### src/rtl/logic_unit_scheduler_if.sv
// Bundles the requester, response and shared-unit signals of the logic unit scheduler.
// The scheduler is the slave; the issue ports, the consumer and the shared unit are the master.
interface logic_unit_scheduler_if #(
   parameter int WIDTH = 32,
   parameter int N_REQ = 4,
   parameter int ID_W  = $clog2(N_REQ)
);
   logic [N_REQ-1:0]       req_valid;
   logic [N_REQ-1:0]       req_ready;
   logic [2*N_REQ-1:0]     req_op;
   logic [WIDTH*N_REQ-1:0] req_a;
   logic [WIDTH*N_REQ-1:0] req_b;
   logic                   rsp_valid;
   logic                   rsp_ready;
   logic [ID_W-1:0]        rsp_id;
   logic [WIDTH-1:0]       rsp_data;
   logic                   unit_enable;
   logic [1:0]             unit_op;
   logic [WIDTH-1:0]       unit_a;
   logic [WIDTH-1:0]       unit_b;
   logic [WIDTH-1:0]       unit_o;

   modport master (
      output req_valid, req_op, req_a, req_b, rsp_ready, unit_o,
      input  req_ready, rsp_valid, rsp_id, rsp_data, unit_enable, unit_op, unit_a, unit_b
   );

   modport slave (
      input  req_valid, req_op, req_a, req_b, rsp_ready, unit_o,
      output req_ready, rsp_valid, rsp_id, rsp_data, unit_enable, unit_op, unit_a, unit_b
   );
endinterface

### src/rtl/logic_unit_scheduler.sv
// Round-robin scheduler sharing one combinational bitwise unit among N_REQ requesters.
// Each operation runs IDLE (accept) -> EXEC (unit enabled, result captured) -> RESP (handshake).
module logic_unit_scheduler #(
   parameter int WIDTH = 32,
   parameter int N_REQ = 4,
   parameter int ID_W  = $clog2(N_REQ)
) (
   input logic clk,
   input logic rst,
   logic_unit_scheduler_if.slave bus
);

   typedef enum logic [1:0] {
      IDLE = 2'd0,
      EXEC = 2'd1,
      RESP = 2'd2
   } state_t;

   state_t state_reg;
   state_t state_next;

   logic [ID_W-1:0]  rr_ptr_reg;
   logic [ID_W-1:0]  id_reg;
   logic [1:0]       unit_op_reg;
   logic [WIDTH-1:0] unit_a_reg;
   logic [WIDTH-1:0] unit_b_reg;
   logic [ID_W-1:0]  rsp_id_reg;
   logic [WIDTH-1:0] rsp_data_reg;

   logic [1:0]       op_arr [N_REQ];
   logic [WIDTH-1:0] a_arr  [N_REQ];
   logic [WIDTH-1:0] b_arr  [N_REQ];

   logic             win_found;
   logic [ID_W-1:0]  win_idx;
   logic [ID_W-1:0]  rr_ptr_next;
   logic             accept;

   genvar gi;
   generate
      for (gi = 0; gi < N_REQ; gi++) begin : g_slice
         assign op_arr[gi] = bus.req_op[2*gi +: 2];
         assign a_arr[gi]  = bus.req_a[WIDTH*gi +: WIDTH];
         assign b_arr[gi]  = bus.req_b[WIDTH*gi +: WIDTH];
      end
   endgenerate

   // Scan offsets from the far end down so the nearest valid requester to rr_ptr wins last.
   always_comb begin
      logic [ID_W:0] slot;
      win_found = 1'b0;
      win_idx   = '0;
      slot      = '0;
      for (int i = N_REQ - 1; i >= 0; i--) begin
         slot = {1'b0, rr_ptr_reg} + (ID_W+1)'(i);
         if (slot >= (ID_W+1)'(N_REQ)) begin
            slot = slot - (ID_W+1)'(N_REQ);
         end
         if (bus.req_valid[slot[ID_W-1:0]]) begin
            win_found = 1'b1;
            win_idx   = slot[ID_W-1:0];
         end
      end
   end

   assign accept      = (state_reg == IDLE) && win_found;
   assign rr_ptr_next = (win_idx == ID_W'(N_REQ - 1)) ? '0 : win_idx + 1'b1;

   always_ff @(posedge clk) begin
      if (rst) begin
         state_reg <= IDLE;
      end else begin
         state_reg <= state_next;
      end
   end

   always_comb begin
      state_next = state_reg;
      case (state_reg)
         IDLE:    if (win_found) state_next = EXEC;
         EXEC:    state_next = RESP;
         RESP:    if (bus.rsp_ready) state_next = IDLE;
         default: state_next = IDLE;
      endcase
   end

   always_comb begin
      bus.req_ready   = '0;
      bus.unit_enable = 1'b0;
      bus.rsp_valid   = 1'b0;
      case (state_reg)
         IDLE:    if (win_found) bus.req_ready[win_idx] = 1'b1;
         EXEC:    bus.unit_enable = 1'b1;
         RESP:    bus.rsp_valid = 1'b1;
         default: ;
      endcase
   end

   // Operands hold after EXEC so the unit inputs only change on a new accept.
   always_ff @(posedge clk) begin
      if (rst) begin
         rr_ptr_reg   <= '0;
         id_reg       <= '0;
         unit_op_reg  <= '0;
         unit_a_reg   <= '0;
         unit_b_reg   <= '0;
         rsp_id_reg   <= '0;
         rsp_data_reg <= '0;
      end else begin
         if (accept) begin
            rr_ptr_reg  <= rr_ptr_next;
            id_reg      <= win_idx;
            unit_op_reg <= op_arr[win_idx];
            unit_a_reg  <= a_arr[win_idx];
            unit_b_reg  <= b_arr[win_idx];
         end
         if (state_reg == EXEC) begin
            rsp_data_reg <= bus.unit_o;
            rsp_id_reg   <= id_reg;
         end
      end
   end

   assign bus.unit_op  = unit_op_reg;
   assign bus.unit_a   = unit_a_reg;
   assign bus.unit_b   = unit_b_reg;
   assign bus.rsp_id   = rsp_id_reg;
   assign bus.rsp_data = rsp_data_reg;

endmodule

### src/flat_wrapper.sv
// flat-port wrapper written by rule: the top's interface ports become plain ports
module logic_unit_scheduler_flat 
#(
   parameter int WIDTH = 32,
   parameter int N_REQ = 4,
   parameter int ID_W  = $clog2(N_REQ)
)
  (clk, rst, bus_req_valid, bus_req_op, bus_req_a, bus_req_b, bus_rsp_ready, bus_unit_o, bus_req_ready, bus_rsp_valid, bus_rsp_id, bus_rsp_data, bus_unit_enable, bus_unit_op, bus_unit_a, bus_unit_b);
  logic_unit_scheduler_if #(.WIDTH(WIDTH), .N_REQ(N_REQ), .ID_W(ID_W)) bus_i ();
  input logic clk;
  input logic rst;
  input wire logic [$bits(bus_i.req_valid)-1:0] bus_req_valid;
  input wire logic [$bits(bus_i.req_op)-1:0] bus_req_op;
  input wire logic [$bits(bus_i.req_a)-1:0] bus_req_a;
  input wire logic [$bits(bus_i.req_b)-1:0] bus_req_b;
  input wire logic [$bits(bus_i.rsp_ready)-1:0] bus_rsp_ready;
  input wire logic [$bits(bus_i.unit_o)-1:0] bus_unit_o;
  output wire logic [$bits(bus_i.req_ready)-1:0] bus_req_ready;
  output wire logic [$bits(bus_i.rsp_valid)-1:0] bus_rsp_valid;
  output wire logic [$bits(bus_i.rsp_id)-1:0] bus_rsp_id;
  output wire logic [$bits(bus_i.rsp_data)-1:0] bus_rsp_data;
  output wire logic [$bits(bus_i.unit_enable)-1:0] bus_unit_enable;
  output wire logic [$bits(bus_i.unit_op)-1:0] bus_unit_op;
  output wire logic [$bits(bus_i.unit_a)-1:0] bus_unit_a;
  output wire logic [$bits(bus_i.unit_b)-1:0] bus_unit_b;
  assign bus_i.req_valid = bus_req_valid;
  assign bus_i.req_op = bus_req_op;
  assign bus_i.req_a = bus_req_a;
  assign bus_i.req_b = bus_req_b;
  assign bus_i.rsp_ready = bus_rsp_ready;
  assign bus_i.unit_o = bus_unit_o;
  assign bus_req_ready = bus_i.req_ready;
  assign bus_rsp_valid = bus_i.rsp_valid;
  assign bus_rsp_id = bus_i.rsp_id;
  assign bus_rsp_data = bus_i.rsp_data;
  assign bus_unit_enable = bus_i.unit_enable;
  assign bus_unit_op = bus_i.unit_op;
  assign bus_unit_a = bus_i.unit_a;
  assign bus_unit_b = bus_i.unit_b;
  logic_unit_scheduler #(.WIDTH(WIDTH), .N_REQ(N_REQ), .ID_W(ID_W)) u_core (.clk(clk), .rst(rst), .bus(bus_i));
endmodule
### config.mk
export PLATFORM = sky130hd
export DESIGN_NAME = logic_unit_scheduler_flat
export DESIGN_NICKNAME = d
export VERILOG_FILES = /design/src/rtl/logic_unit_scheduler_if.sv /design/src/rtl/logic_unit_scheduler.sv /design/src/flat_wrapper.sv
export SDC_FILE = /design/constraint.sdc
export NUM_CORES = 1
export LEC_CHECK = 0
export ABC_AREA = 1
export BUFFER_PORTS_ARGS = -buffer_cell sky130_fd_sc_hd__buf_2
export CORE_AREA = 2 2 157 159
export CTS_CLUSTER_DIAMETER = 80
export DETAILED_ROUTE_END_ITERATION = 10
export DIE_AREA = 0 0 159 161
export GPL_TIMING_DRIVEN = 0
export REMOVE_ABC_BUFFERS = 1
export SETUP_SLACK_MARGIN = 0.02
export SLEW_MARGIN = 20
export SYNTH_ARGS = -nofsm -noshare
export SYNTH_HDL_FRONTEND = slang
export SYNTH_SLANG_ARGS = --single-unit
### constraint.sdc
create_clock -name clk -period 3.95 [get_ports clk]
set_input_delay 0.395 -clock clk [delete_from_list [all_inputs] [get_ports clk]]
set_output_delay 0.395 -clock clk [all_outputs]
set_load 0.02 [all_outputs]
Yosys cells after proc, flatten, opt, wreduce, memory -nomap -nowiden:

Cells that the tools add are included.

* add/sub/neg operators: 8
* $lt $le $gt $ge: 11
* equal/unequal tests: 5
* muxes and demuxes: 39
* bitwise operators: 1
* reductions and logical operators: 4

Operators by type and width (number)
* binary-select mux 32 bit (select 2 bit): 2
* 2-to-1 mux 32 bit: 4
* 2-to-1 mux 2 bit: 13
* < comparator 2 x 3 -> 1 bit (second input constant): 5
* >= comparator 3 bit (second input constant): 4
* 2-to-1 mux 1 bit: 11
* binary-select mux 1 bit (select 2 bit): 4
* 2-to-1 mux 4 bit: 2
* subtractor 2 x 1 -> 2 bit (second input constant): 4
* adder 2 x 2 -> 3 bit (second input constant): 2
* one-hot mux 2 bit (3 select lines): 1
* binary-select mux 2 bit (select 2 bit): 1
* equality test 2 bit (second input constant): 2
* adder 2 x 1 -> 3 bit (second input constant): 1
* >= comparator 2 x 3 -> 1 bit (second input constant): 1
* NOT 2 -> 3 bit: 1
* adder 2 x 1 -> 2 bit (second input constant): 1
* demux 1 bit (select 2 bit): 1
* equality test 2 x 1 -> 1 bit (second input constant): 1
* >= comparator 2 x 1 -> 1 bit (second input constant): 1
* logical AND 1 bit: 2
* logical NOT 2 bit: 1
* != test 2 x 1 -> 1 bit (second input constant): 1
* != test 2 bit (second input constant): 1
* AND reduction 2 bit: 1

* bits in registers: 106
* output and inout bits: 106
* logic and storage cells: 76

Depth between registers and ports, before layout:

* word-level depth: 15
* gate-level depth with buffers: 16
* mapped depth without buffers: 14

Worst setup path after synthesis:

No wires, ideal clock.

* kind: flip-flop to output port
* from: reg u_core.rr_ptr_reg[0]
* to: out bus_req_ready[3]
* arrival time: 1839 ps
* path slack: 1716 ps
* cell stages (with the launch flop): 13
* path buffers: 3
* path through: dfxtp_1 -> buf_6 -> nand2_1 -> nand2_1 -> nand2_1 -> nand3_2 -> nand3_2 -> nand2_4 -> buf_6 -> buf_4 -> ha_1 -> inv_1 -> nor2_1

* longest elaborated chain between the ends: 15
* elaborated cells between the ends (all ways): 38

Ends and longest elaborated chain
* start: declaration: line logic_unit_scheduler.sv:22 `logic [ID_W-1:0] rr_ptr_reg;`
* start signal: assignment: line logic_unit_scheduler.sv:111 `rr_ptr_reg <= rr_ptr_next;`
* adder 2 x 2 -> 3 bit: line logic_unit_scheduler.sv:55 `slot = {1'b0, rr_ptr_reg} + (ID_W+1)'(i);`
* >= comparator 3 bit or subtractor 2 x 1 -> 2 bit (tied branches): line logic_unit_scheduler.sv:56, logic_unit_scheduler.sv:57
* 2-to-1 mux 2 bit: line logic_unit_scheduler.sv:56 `if (slot >= (ID_W+1)'(N_REQ)) begin`
* binary-select mux 1 bit (select 2 bit): line logic_unit_scheduler.sv:59 `if (bus.req_valid[slot[ID_W-1:0]]) begin`
* 2-to-1 mux 1 bit (implied by the code): line logic_unit_scheduler.sv:59
* 2-to-1 mux 2 bit (4 in series): line logic_unit_scheduler.sv:59
* < comparator 2 x 3 -> 1 bit (implied by the code) or >= comparator 2 x 1 -> 1 bit (tied branches): line logic_unit_scheduler.sv:92 `IDLE: if (win_found) bus.req_ready[win_idx] = 1'b1;`
* logical AND 1 bit (implied by the code): line logic_unit_scheduler.sv:92
* 2-to-1 mux 1 bit (implied by the code): line logic_unit_scheduler.sv:92
* demux 1 bit (select 2 bit)
* 2-to-1 mux 4 bit (*): line logic_unit_scheduler.sv:92
* 2-to-1 mux 4 bit (*): line logic_unit_scheduler.sv:91 `case (state_reg)`
* end: declaration: line flat_wrapper.sv:18 `output wire logic [$bits(bus_i.req_ready)-1:0] bus_req_ready;`

Mark *: on every way between the ends. The rest lies on a longest branch, timed or not. The select of a mux whose other input is x is not followed.

Final worst setup path:

Ends and elaborated chain as after synthesis.

==> impl_metrics.tcl <==
set metrics [dict create \
    outcome "finished, final reports clean" \
    whs_ns 0.2863 \
    wl_per_cell_um 13.49 \
    hold_violations 0 \
    first_iter_violations 514 \
    max_clock_freq_mhz 286.3 \
    row_count 57 \
    syn-mean-instance-area_sq_um 5.505 \
    totalWireLength_mm 27.45 \
    root_buffer "clkbuf_16" \
    setup_ws_ns 0.4569 \
    netlist_instances 1360 \
    cts_hold_buffers 0 \
    reg2reg_depth 13 \
    worst-path-max-fanout 69 \
    yosysTopAreaCell "dfxtp_1" \
    ys_top_cells_by_count "341 x inv_1, 334 x nand3_1, 284 x nand2_1, 145 x nor2_1, 106 x dfxtp_1" \
    crit_type "register to output port" \
    end_kind "output port" \
    fin_tns_setup_ns 0 \
    yosysUniqueCellTypes 24 \
    final_cell_count_no_fill 2034 \
    cts_buffer_depth 2 \
    maxCapViolations 0 \
    setup_viol 0 \
    cp-start-kind "register" \
    antenna_left 0 \
    synth_flop_cell "dfxtp_1" \
    grt_pass1_vias 8553 \
    power_mw 8.040 \
    area_growth_pct 35.75 \
    syn_area_sq_um 7487 \
    skew_ns 0.007747 \
    nNetsFinal 2008 \
    max-vdd-ir-drop_mv 0.3815 \
    p_leak_nw 6.516 \
    path_clk_slew_ns 0.08 \
    required_ns 3.56 \
    worst_pin_slew_ns 0.9577 \
    die_w_um 159 \
    fin_crit_sh_pct 88.43 \
    die_area_sq_um 25600 \
    drc 0 \
    antenna_found_initial 1 \
    synth-seq-cells 106 \
    dieHeight_um 161 \
    synth_enable_flop_cells 0 \
    synthTopCellsByArea "dfxtp_1 28%, nand3_1 22%, inv_1 17%" \
    grt_max_degree 137 \
    slew_violations 0 \
    grt_pass1_wl_mm 42.51 \
    cp.arrival_ns 3.10 \
    clock_latency_ns 0.35 \
    routed_via_density 4.537 \
    hold_depth 3 \
    place_ws_ns 0.1511 \
    ys_seq_area_share_pct 28.34 \
    cts_buffers 9 \
    synth_top_area_share_pct 28.34 \
    cts_max_level 3 \
    vias 9229 \
    drtPass1Iterations 5 \
    synth.most_common_cell "inv_1" \
    dp_cells 2013 \
    ys_async_sr_fraction_pct 0 \
    ys.warnings.count 0 \
    overflow 0 \
    drive_gt1_share_pct 26.45 \
    hold_class "primary input to register" \
    powerDensity_nw_per_um2 791.1 \
    portBuffers 408 \
    track_usage_pct 20.19 \
    post-route-min-period_ns 3.493 \
    rsz0062_at_grt "no" \
    clkSinkCount 106 \
    cts_tree "built" \
    place_hpwl_mm 18.69 \
    ios 409 \
    place.gp.congestion 0.8030 \
    start_util_pct 31.24 \
    coreArea_sq_um 23960 \
    slew_headroom_pct 35.76 \
]
path summary, 6_finish.rpt:
check,slack [ns],from,end
max,0.46,u_core.rr_ptr_reg[0],bus_req_ready[3]
min,0.29,bus_unit_o[14],u_core.bus.rsp_data[14]
max reg2reg,0.74,u_core.rr_ptr_reg[0],u_core.bus.unit_a[14]
min reg2reg,0.46,u_core.bus.rsp_data[30],u_core.bus.rsp_data[30]
cells by family after synthesis:
kind of cell               after synthesis  synth area share (%)
AOI/OAI and AO/OA                       46                 3.409
adders and majority gates                1                0.1671
buffers and inverters                  435                 23.20
DFF                                    106                 28.34
and+or+nand+nor                        772                 44.89
cells in the final DEF (no fill, tap or decap), drive strengths merged, types with 2 or more instances in the layout:
master / count
buf: 418
inv: 349
nand3: 337
nand2: 292
nor2: 145
dfxtp: 106
a21oi: 36
clkbuf: 10
o21ai: 4
a211oi: 3
clkinv: 2
through the flow:
step / util [%] / cell area, sq um
final: 42.41 / 10160
after floorplan: - / 7049
after detailed placement: 41.02 / 9829
after CTS: 42.30 / 10140
after global placement: 39.63 / 9497
after global routing: 42.41 / 10160
power breakdown:
part	internal, mW	total (mW)	switching (mW)
combinational	1.88	5.53	3.64
clock	0.444	0.897	0.452
sequential	1.44	1.62	0.181
per-layer routing:
layer  global-route usage [%]  part of all wire [%]
met1                    24.56                    43
met2                    35.93                    48
met3                    4.237                   6.7
met4                    5.950                   1.8
met5                        0                     0
cell type report:
| class | instances | area (sq um) |
|---|---|---|
| inverter | 346 | 1304 |
| timing repair buffer | 418 | 2320 |
| sequential | 106 | 2123 |
| clock buffer | 10 | 229.0 |
| fill | 2736 | 13800 |
| clock inverter | 6 | 56.30 |
| antenna | 1 | 2.502 |
| multi-input combinational | 823 | 3724 |
| tap | 324 | 405.4 |
critical path, stage by stage (launching register included):
cell and delay, ns:
dfxtp_2 0.54, inv_1 0.12, nand2_1 0.08, nand2_1 0.08, nand2_1 0.21, nand3_2 0.14
nand2_1 0.31, nand2_8 0.40, nand2_8 0.34, ha_1 0.19, inv_1 0.05, nor2_1 0.10
buf_2 0.19
repair_timing:
| item | 4_1_cts | 5_1_grt |
|---|---|---|
| buffers inserted | 0 | 0 |
| setup endpoints to repair | 2 | 1 |
| gates resized for setup | 0 | 1 |
| gates cloned | 2 | 2 |
| pin swaps | 1 | 2 |
(Power assumes the default switching activity.)
